`src/rtl/uart_tx_ctrl.sv`:
```
// Memory-mapped UART TX controller: register window decode, byte FIFO, launch sequencer.
// BAUD/CFG writes land in shadows and reach the transmitter only while idle with an empty FIFO.
module uart_tx_ctrl #(
    parameter int unsigned DEPTH     = 8,
    parameter logic [31:0] BASE_ADDR = 32'h0000_01B8,
    parameter logic [15:0] BAUD_RST  = 16'd0
) (
    input  logic        clk,
    input  logic        rst,
    input  logic [31:0] addr,
    input  logic [31:0] wdata,
    input  logic        wr_en,
    output logic [31:0] rdata,
    input  logic        tx_busy,
    output logic        tx_start,
    output logic [7:0]  tx_data,
    output logic [15:0] baud_div,
    output logic [7:0]  cfg
);
    localparam int unsigned AW = $clog2(DEPTH);
    localparam int unsigned CW = $clog2(DEPTH) + 1;

    typedef enum logic [1:0] {
        S_IDLE      = 2'd0,
        S_LAUNCH    = 2'd1,
        S_WAIT_ACK  = 2'd2,
        S_WAIT_DONE = 2'd3
    } state_t;

    state_t       r_state;
    state_t       w_state_nxt;

    logic [7:0]   r_mem [DEPTH];
    logic [AW-1:0] r_wr_ptr;
    logic [AW-1:0] r_rd_ptr;
    logic [CW-1:0] r_count;
    logic         r_ovf;

    logic [15:0]  r_baud_sh;
    logic [7:0]   r_cfg_sh;
    logic         r_baud_pend;
    logic         r_cfg_pend;
    logic [15:0]  r_baud_div;
    logic [7:0]   r_cfg;
    logic [7:0]   r_tx_data;

    logic [29:0]  w_word_off;
    logic         w_in_win;
    logic         w_wr_baud;
    logic         w_wr_cfg;
    logic         w_wr_data;
    logic         w_wr_status;
    logic         w_empty;
    logic         w_full;
    logic         w_pop;
    logic         w_push;
    logic         w_drop;
    logic         w_safe;
    logic [31:0]  w_status;
    logic         w_unused;

    // Word offset from the window base; byte lane bits are ignored.
    assign w_word_off  = addr[31:2] - BASE_ADDR[31:2];
    assign w_in_win    = (w_word_off < 30'd4);
    assign w_wr_baud   = wr_en && w_in_win && (w_word_off[1:0] == 2'd0);
    assign w_wr_cfg    = wr_en && w_in_win && (w_word_off[1:0] == 2'd1);
    assign w_wr_data   = wr_en && w_in_win && (w_word_off[1:0] == 2'd2);
    assign w_wr_status = wr_en && w_in_win && (w_word_off[1:0] == 2'd3);

    assign w_unused    = ^{addr[1:0], wdata[31:16]};

    assign w_empty = (r_count == '0);
    assign w_full  = (r_count == CW'(DEPTH));
    assign w_pop   = (r_state == S_LAUNCH);
    assign w_push  = w_wr_data && (!w_full || w_pop);
    assign w_drop  = w_wr_data && w_full && !w_pop;
    assign w_safe  = (r_state == S_IDLE) && w_empty;

    always_ff @(posedge clk) begin
        if (w_push) begin
            r_mem[r_wr_ptr] <= wdata[7:0];
        end
    end

    always_ff @(posedge clk) begin
        if (rst) begin
            r_wr_ptr <= '0;
            r_rd_ptr <= '0;
            r_count  <= '0;
            r_ovf    <= 1'b0;
        end else begin
            if (w_push) begin
                r_wr_ptr <= r_wr_ptr + AW'(1);
            end
            if (w_pop) begin
                r_rd_ptr <= r_rd_ptr + AW'(1);
            end
            if (w_push && !w_pop) begin
                r_count <= r_count + CW'(1);
            end else if (!w_push && w_pop) begin
                r_count <= r_count - CW'(1);
            end
            // A drop in the same cycle as a W1C keeps the flag set.
            if (w_drop) begin
                r_ovf <= 1'b1;
            end else if (w_wr_status && wdata[3]) begin
                r_ovf <= 1'b0;
            end
        end
    end

    // A write arriving while already safe goes straight through, so the
    // active value follows one edge after the store like the shadow does.
    always_ff @(posedge clk) begin
        if (rst) begin
            r_baud_sh   <= BAUD_RST;
            r_cfg_sh    <= 8'd0;
            r_baud_pend <= 1'b0;
            r_cfg_pend  <= 1'b0;
            r_baud_div  <= BAUD_RST;
            r_cfg       <= 8'd0;
        end else begin
            if (w_wr_baud) begin
                r_baud_sh <= wdata[15:0];
                if (w_safe) begin
                    r_baud_div  <= wdata[15:0];
                    r_baud_pend <= 1'b0;
                end else begin
                    r_baud_pend <= 1'b1;
                end
            end else if (r_baud_pend && w_safe) begin
                r_baud_div  <= r_baud_sh;
                r_baud_pend <= 1'b0;
            end

            if (w_wr_cfg) begin
                r_cfg_sh <= wdata[7:0];
                if (w_safe) begin
                    r_cfg      <= wdata[7:0];
                    r_cfg_pend <= 1'b0;
                end else begin
                    r_cfg_pend <= 1'b1;
                end
            end else if (r_cfg_pend && w_safe) begin
                r_cfg      <= r_cfg_sh;
                r_cfg_pend <= 1'b0;
            end
        end
    end

    always_ff @(posedge clk) begin
        if (rst) begin
            r_state <= S_IDLE;
        end else begin
            r_state <= w_state_nxt;
        end
    end

    // Pending shadows only matter with an empty FIFO, where no launch can occur anyway.
    always_comb begin
        w_state_nxt = r_state;
        case (r_state)
            S_IDLE: begin
                if (r_cfg[0] && !w_empty && !tx_busy) begin
                    w_state_nxt = S_LAUNCH;
                end
            end
            S_LAUNCH: begin
                w_state_nxt = S_WAIT_ACK;
            end
            S_WAIT_ACK: begin
                if (tx_busy) begin
                    w_state_nxt = S_WAIT_DONE;
                end
            end
            S_WAIT_DONE: begin
                if (!tx_busy) begin
                    w_state_nxt = S_IDLE;
                end
            end
            default: begin
                w_state_nxt = S_IDLE;
            end
        endcase
    end

    always_ff @(posedge clk) begin
        if (rst) begin
            r_tx_data <= 8'd0;
        end else if ((r_state == S_IDLE) && (w_state_nxt == S_LAUNCH)) begin
            r_tx_data <= r_mem[r_rd_ptr];
        end
    end

    assign w_status = {21'd0, 7'(r_count), r_ovf, (r_state != S_IDLE), w_full, w_empty};

    always_comb begin
        rdata = 32'd0;
        if (w_in_win) begin
            case (w_word_off[1:0])
                2'd0:    rdata = {16'd0, r_baud_sh};
                2'd1:    rdata = {24'd0, r_cfg_sh};
                2'd3:    rdata = w_status;
                default: rdata = 32'd0;
            endcase
        end
    end

    assign tx_start = (r_state == S_LAUNCH);
    assign tx_data  = r_tx_data;
    assign baud_div = r_baud_div;
    assign cfg      = r_cfg;

endmodule

```
`config.mk`:
```
export PLATFORM = sky130hd
export DESIGN_NAME = uart_tx_ctrl
export DESIGN_NICKNAME = d
export VERILOG_FILES = /design/src/rtl/uart_tx_ctrl.sv
export SDC_FILE = /design/constraint.sdc
export NUM_CORES = 1
export LEC_CHECK = 0
export CAP_MARGIN = 15
export CORE_MARGIN = 5
export CORE_UTILIZATION = 30
export DETAILED_ROUTE_END_ITERATION = 10
export HOLD_SLACK_MARGIN = 0.06
export PLACE_DENSITY = 0.56
export SLEW_MARGIN = 20
export SYNTH_ARGS = -nofsm -noshare
export SYNTH_HDL_FRONTEND = slang
export SYNTH_SLANG_ARGS = --single-unit
```
`constraint.sdc`:
```
create_clock -name clk -period 6.7 [get_ports clk]
set_input_delay 1.34 -clock clk [delete_from_list [all_inputs] [get_ports clk]]
set_output_delay 1.34 -clock clk [all_outputs]
set_load 0.05 [all_outputs]
```
== Word level (Yosys, flattened, before mapping) ==
Memories as Yosys holds them, arrays and structs flattened. A register that Yosys moved wholly into a read port is not among the register bits.
Cells that the tools add are included.
Word-level totals
  input port bits: 68
  RAM bits: 64
  bits in registers: 63
  memories: 1
  output and inout bits: 65
Operators by class
  $add $sub $neg: 5
  $lt $le $gt $ge: 1
  muxes and demuxes: 23
  reductions and logical operators: 33
  equality and inequality tests: 10
Memory list
  r_mem: depth 8, bits a word 8, rd ports 1, clocked after Yosys merged registers in 1, write ports 1, line 33  | logic [7:0] r_mem [DEPTH];
Operators by type and width (count)
  16-bit two-way mux: 4
  16-bit one-hot mux with 3 select lines: 1
  30-bit by 3-bit < comparator with 1-bit output (second input constant): 1
  30-bit by 7-bit subtractor with 30-bit output (second input constant): 1
  8-bit two-way mux: 3
  1-bit logical AND: 17
  2-bit nonzero test: 5
  1-bit two-way mux: 9
  2-bit == test (second input constant): 4
  4-bit two-way mux: 2
  2-bit one-hot mux with 4 select lines: 1
  3-bit by 1-bit adder with 3-bit output (second input constant): 2
  2-bit by 1-bit == test with 1-bit output (second input constant): 3
  2-bit two-way mux: 3
  1-bit zero test: 5
  4-bit by 1-bit adder with 4-bit output (second input constant): 1
  4-bit == test (second input constant): 1
  2-bit zero test: 2
  4-bit zero test: 1
  2-bit by 1-bit inequality test with 1-bit output (second input constant): 2
  2-bit AND reduction: 2
  4-bit by 1-bit subtractor with 4-bit output (second input constant): 1
  1-bit logical OR: 1

== Longest topological paths before layout ==
Gate-level depths: netlist (run 1).
  word-level depth: 9
  gate-level depth with buffers: 16
  mapped depth without buffers: 16

== Worst setup path before layout (run 1) ==
Ideal clock, no wire load.
  kind: input-to-output
  from: in addr[12]
  to: out rdata[2]
  stages: 7
  required time: 5.360 ns
  slack: 0.913 ns
  arrival: 4.447 ns
  path through: or4_4 -> or4_4 -> o41a_1 -> a21o_1 -> nor4_2 -> nand2_1 -> a21oi_1
On the way
  longest elaborated chain between the ends: 3
RTL lines
  from (decl): line 10  | input logic [31:0] addr,
  30-bit by 7-bit subtractor with 30-bit output: line 63  | assign w_word_off = addr[31:2] - BASE_ADDR[31:2];
  30-bit by 3-bit < comparator with 1-bit output: line 64  | assign w_in_win = (w_word_off < 30'd4);
  16-bit two-way mux: line 199  | if (w_in_win) begin
  to (decl): line 13  | output logic [31:0] rdata,
No other way between the ends.

== Worst setup path after layout (run 1) ==
  from: in addr[9]
  to: out rdata[11]
Same word-level chain as after synthesis.

==> key figures, run 1 <==
Status
  • Status: complete, no violations

Clocking
  • Clock slew at reported path FFs: 0.05 ns
  • Post-CTS setup buffer count: 0
  • Cts hold-fix bufs: 0
  • Clk sink count: 135
  • Cts bufs inserted: 17
  • CTS tree: built
  • Clock root cell: clkbuf_16
  • Htree depth: 4
  • Post-CTS sizing: 0
  • Worst skew pair latency: 0.41 ns
  • Clk buf depth: 2

Floorplan
  • Starting Density: 30.25%
  • Core box area: 21690 um^2
  • I/O pin count: 133
  • Die Area: 24920 um^2
  • Die H: 157.9 um
  • Die Span X: 157.9 um
  • FP Rows: 54

Logic synthesis
  • Synth Register Bits: 135
  • FFs w/ async S/R, synth: 0%
  • Post-synth top cells: nor2_1, dfxtp_1, edfxtp_1
  • Sequential fraction of the synthesis area: 50.96%
  • Synth Flop Type: dfxtp_1
  • Cell with the most instances after synthesis: nor2_1
  • Area share of the largest cell type after synthesis: 29.30%
  • Post-synth EDFFs: 64
  • Warnings, synthesis: 0
  • Number of distinct library cells after synthesis: 65
  • Area leader, netlist: edfxtp_1
  • Avg Cell Area, Syn: 11.25 um^2
  • Synth top area cells: edfxtp_1, dfxtp_1, mux2i_1
  • Post-Synthesis Cells: 583
  • Cell area after synthesis: 6560 um^2

Timing
  • Worst rel slew slack: 39.24%
  • Slew @ Worst Pin: 0.9101 ns
  • Min Clock Period, post-route: 6.239 ns
  • RSZ-0062 raised after global routing: no
  • Setup TNS: 0 ns
  • Crit share post-route: 93.13%
  • Hold Violations, Final: 0
  • Fin worst setup slack: 0.4606 ns
  • Fmax: 160.3 MHz
  • Clk_skew: 0.007436 ns
  • Final setup fails: 0
  • Final Max Tran Viols: 0

Route
  • DR iter-0 viols: 315
  • First-pass DRT Iterations: 4
  • WL/cell: 17.52 um
  • Final Routed Wirelength: 17150 um
  • DRT antenna net count: 0
  • Vias: 4921
  • Via/cell ratio: 5.027
  • Post-route DRC: 0

Global routing
  • Grt ovf: 0
  • Vias in the first global route: 5023
  • Pin count of the biggest net entering global routing: 73
  • First-pass GRT wire length: 27070 um
  • Initial antenna violation count: 0
  • All-Layer GR Usage: 13.98%

Critical path
  • CP required: 5.36 ns
  • CP Launch Type: primary input
  • CP Class: primary input to primary output
  • Worst-path maximum fanout: 8
  • CP Capture Type: primary output
  • Arr. time, crit path: 4.90 ns
  • Reg2reg setup slack: 3.61 ns

Flow run
  • Max Cap Viol: 0

Pwr
  • Worst VDD drop: 0.0001392 V
  • PwrDens: 219.8 nW/um^2
  • Leak pwr: 2.986 nW

Final layout
  • Multi-input logic area: 2927 um^2
  • Layout Nets: 761
  • Reg area: 3343 um^2
  • Area Overhead vs Synth: 29.96%
  • Share of cells above drive strength 1: 13.73%
  • Number of fill cells: 2052
  • Number of diodes: 0

Place
  • GPL Wtd Cong: 0.7951
  • Pre-CTS setup slack: 0.4619 ns
  • DP HPWL: 12350 um
  • PortBufs: 98

Worst hold path
  • Worst min path class: register to register
## cell families after synthesis
logic type / share of synthesized area (%)
AO/OA/AOI/OAI: 10.34
XOR/XNOR: 0.8011
adder cells (fa/ha/maj): 1.450
buffers and inverters: 5.283
flip-flops: 50.96
multiplexers: 14.65
other: 0.05716
AND/OR/NAND/NOR: 16.46
## layer usage
metal | global-route usage [%] | routed length, um | vias to the layer above
li1 | - | - | 2364
met1 | 17.60 | 7619 | 2390
met2 | 23.33 | 8341 | 142
met3 | 3.855 | 786 | 25
met4 | 4.506 | 405 | 0
met5 | 0 | 0 | -
## metrics by stage
stage	cell area [um^2]	instances	util, %	hold WS [ns]	power (mW)
floorplan	6616	598	-	0.4541	0.9366
global placement	7951	947	36.66	0.4665	0.9841
detailed placement	7951	947	36.66	0.4721	0.9851
CTS	8526	979	39.31	0.4811	1.892
global route	8526	979	39.31	0.5017	1.941
finish	8526	979	39.31	0.4747	1.874
## layout by cell type, fill, tap and decap left out, drive strengths merged, types with 16 or more instances in the layout
cell type       n
clkdlybuf4s50  81
buf            30
inv            26
clkbuf         21
conb           16
mux2i          51
nor2           72
edfxtp         64
mux4           16
nor3           26
nand2b         30
a21oi          18
dfxtp          71
a221oi         23
## final cells by class
class                   instances  share of cell area (%)
repair buffers                111                   14.47
clock buffers                  21                   5.283
flip-flops and latches        135                   39.21
inverters                      26                   1.145
clock inverters                11                   1.453
multi-input cells             395                   34.33
well taps                     280                   4.109
## worst paths after layout
| kind | cells after the start | to | start |
|---|---|---|---|
| max | 9 | rdata[11] | addr[9] |
| min reg2reg | 2 | baud_div[7] | baud_div[7] |
| min | 2 | baud_div[7] | baud_div[7] |
| max reg2reg | 13 | r_count[3] | r_count[0] |
## sequential cells by signal (all words and copies together) (netlist names)
register	count
baud_div	16
cfg	8
r_baud_pend	1
r_baud_sh	16
r_cfg_pend	1
r_cfg_sh	8
r_count	4
r_mem	64
r_ovf	1
r_rd_ptr	3
r_state	2
r_wr_ptr	3
tx_data	8
## power by group
part,leakage [nW],switching (mW),internal [mW]
registers,1.15,0.000000000581,0.863
clock network,0.275,0.347,0.558
logic,1.56,0.0671,0.0387
## worst max-delay path, cell delays in order
cell and delay [ns]:
clkdlybuf4s50_1 0.49, or4_4 0.56, or4_4 0.58, o41a_1 0.47, a21o_1 0.18, nor4_2 0.48
and3_1 0.41, and2_1 0.24, buf_12 0.15
Power figures use the tool's default switching activity.
==> run 2: changes to the inputs <==
--- a/config.mk
+++ b/config.mk
@@ -6,7 +6,6 @@
 export NUM_CORES = 1
 export LEC_CHECK = 0
 export CAP_MARGIN = 15
-export CORE_MARGIN = 5
 export CORE_UTILIZATION = 30
 export DETAILED_ROUTE_END_ITERATION = 10
 export HOLD_SLACK_MARGIN = 0.06
==> constraint.sdc (replaced) <==
create_clock -name clk -period 6.7 [get_ports clk]
set_input_delay 1.675 -clock clk [delete_from_list [all_inputs] [get_ports clk]]
set_output_delay 1.675 -clock clk [all_outputs]
set_load 0.05 [all_outputs]
==> run 2 against run 1 <==
  * Via count grew 0.24%
  * Critical endpoint is now rdata[12]
  * Core utilization grew 1.2 points
  * Non-clock buffer count grew 10
==> key figures, run 2 (synthesized netlist as in run 1, its figures left out) <==
Worst hold path
  • Worst hold stages: 2
  • Hold endpoint: baud_div[0]
  • Worst min path class: register to register
  • Hold Startpoint: baud_div[0]

Timing
  • Final setup fails: 0
  • Fin worst setup slack: 0.1874 ns
  • Crit share post-route: 97.20%
  • Hold slack: 0.4712 ns
  • RSZ-0062 raised after global routing: no
  • Setup TNS: 0 ns
  • Hold Violations, Final: 0
  • Worst rel slew slack: 39.92%
  • Slew @ Worst Pin: 0.9000 ns
  • Final Max Tran Viols: 0
  • Clk_skew: 0.008666 ns
  • Min Clock Period, post-route: 6.513 ns
  • Fmax: 153.5 MHz

Clocking
  • Cts bufs inserted: 17
  • Clk buf depth: 2
  • Clock slew at reported path FFs: 0.05 ns
  • CTS tree: built
  • Clk sink count: 135
  • Htree depth: 4
  • Cts hold-fix bufs: 0
  • Clock root cell: clkbuf_16
  • Worst skew pair latency: 0.41 ns

Critical path
  • Worst-path maximum fanout: 8
  • CP Launch Type: primary input
  • Reg2reg setup slack: 3.61 ns
  • Worst reg2reg endpoint: r_count[3]
  • CP Class: primary input to primary output
  • CP Capture Type: primary output
  • Worst r2r path cells: 13
  • FF-to-FF Start: r_state[1]
  • Arr. time, crit path: 4.84 ns
  • CP required: 5.03 ns

Final layout
  • Number of fill cells: 2024
  • Reg area: 3343 um^2
  • Share of cells above drive strength 1: 15.23%
  • Max reg flops: 64
  • Most frequent cells in the layout: clkdlybuf4s50_1, nor2_1, dfxtp_1
  • Final std cells w/o fill: 984
  • Number of diodes: 0
  • Final Instance Area: 8596 um^2
  • Area Overhead vs Synth: 31.03%
  • Most common cell after layout, fill and taps aside: clkdlybuf4s50_1
  • Largest Register: r_mem
  • Multi-input logic area: 2943 um^2
  • Layout Nets: 771

Floorplan
  • FP Rows: 53
  • Die Span X: 149.9 um
  • Starting Density: 30.91%
  • Core box area: 21220 um^2
  • Die Area: 22460 um^2
  • Die H: 149.9 um
  • I/O pin count: 133

Pwr
  • Worst VDD drop: 0.0001321 V
  • PwrDens: 215.2 nW/um^2
  • Leak pwr: 3.043 nW

Route
  • Final Routed Wirelength: 17130 um
  • First-pass DRT Iterations: 5
  • WL/cell: 17.41 um
  • Via/cell ratio: 5.013
  • Post-route DRC: 0
  • Vias: 4933
  • DRT antenna net count: 0
  • DR iter-0 viols: 248

Flow run
  • Max Cap Viol: 0

Place
  • DP HPWL: 12170 um
  • PortBufs: 98
  • Placement Cell Area: 8020 um^2
  • Pre-CTS setup slack: -0.03712 ns
  • GPL Wtd Cong: 0.8394
  • Post-Place Cells: 952

Global routing
  • First-pass GRT wire length: 26550 um
  • Grt ovf: 0
  • Vias in the first global route: 4938
  • All-Layer GR Usage: 15.85%
  • Initial antenna violation count: 0
  • Pin count of the biggest net entering global routing: 73

Status
  • Status: complete, no violations
[run 2: changes by cell type in the layout (fill, tap and decap cells not counted), sizes merged]
cell	change
buf	+10
bufinv	-1
clkinvlp	-1
clkinv	+2
[run 2: area by class of cell]
| type | instances | share of cell area (%) |
|---|---|---|
| tap | 275 | 4.003 |
| multi-input combinational | 395 | 34.24 |
| clock inverter | 11 | 1.150 |
| timing repair buffer | 121 | 15.23 |
| sequential | 135 | 38.89 |
| clock buffer | 21 | 5.357 |
| inverter | 26 | 1.135 |
[run 2: how the worst max path moves through the flow]
| stage | from | end | slack, ns | depth (start not counted) |
|---|---|---|---|---|
| after global placement | addr[12] | rdata[11] | -0.07 | 9 |
| after detailed placement | addr[12] | rdata[9] | -0.04 | 9 |
| final | addr[12] | rdata[12] | 0.19 | 9 |
| after CTS | addr[12] | rdata[14] | 0.03 | 9 |
| after global routing | addr[12] | rdata[11] | 0.03 | 9 |
| after floorplan | addr[12] | rdata[2] | 0.24 | 7 |
[run 2: timing repair]
action | CTS | global route
setup buffers | 0 | 0
resized for setup | 1 | 3
pin swaps | 0 | 1
setup endpoints to repair | 8 | 16
[run 2: critical path, stage by stage]
cell and delay (ns):
clkdlybuf4s50_1 0.44, or4_4 0.56, or4_4 0.53, o41a_1 0.45, a21o_1 0.19, nor4_4 0.32, and3_4 0.32, and2_1 0.19
buf_12 0.15
[run 2: where the power goes]
part / total (mW) / internal, mW / switching, mW
sequential: 0.863 / 0.863 / 0.000000000588
combinational: 0.109 / 0.0412 / 0.0682
clock: 0.878 / 0.530 / 0.348
total: 1.85 / 1.43 / 0.416
[run 2: metrics by stage]
step,power [mW],util [%]
floorplan,0.9366,-
global placement,0.9870,37.79
detailed placement,0.9882,37.79
CTS,1.865,40.44
global route,1.911,40.51
finish,1.850,40.51
[run 2: routing by layer]
metal / vias up / share of wire [%] / track usage, %
li1: 2382 / - / -
met1: 2354 / 43 / 19.72
met2: 166 / 49 / 25.88
met3: 31 / 5.4 / 3.659
met4: 0 / 2.5 / 7.475
met5: - / 0 / 0
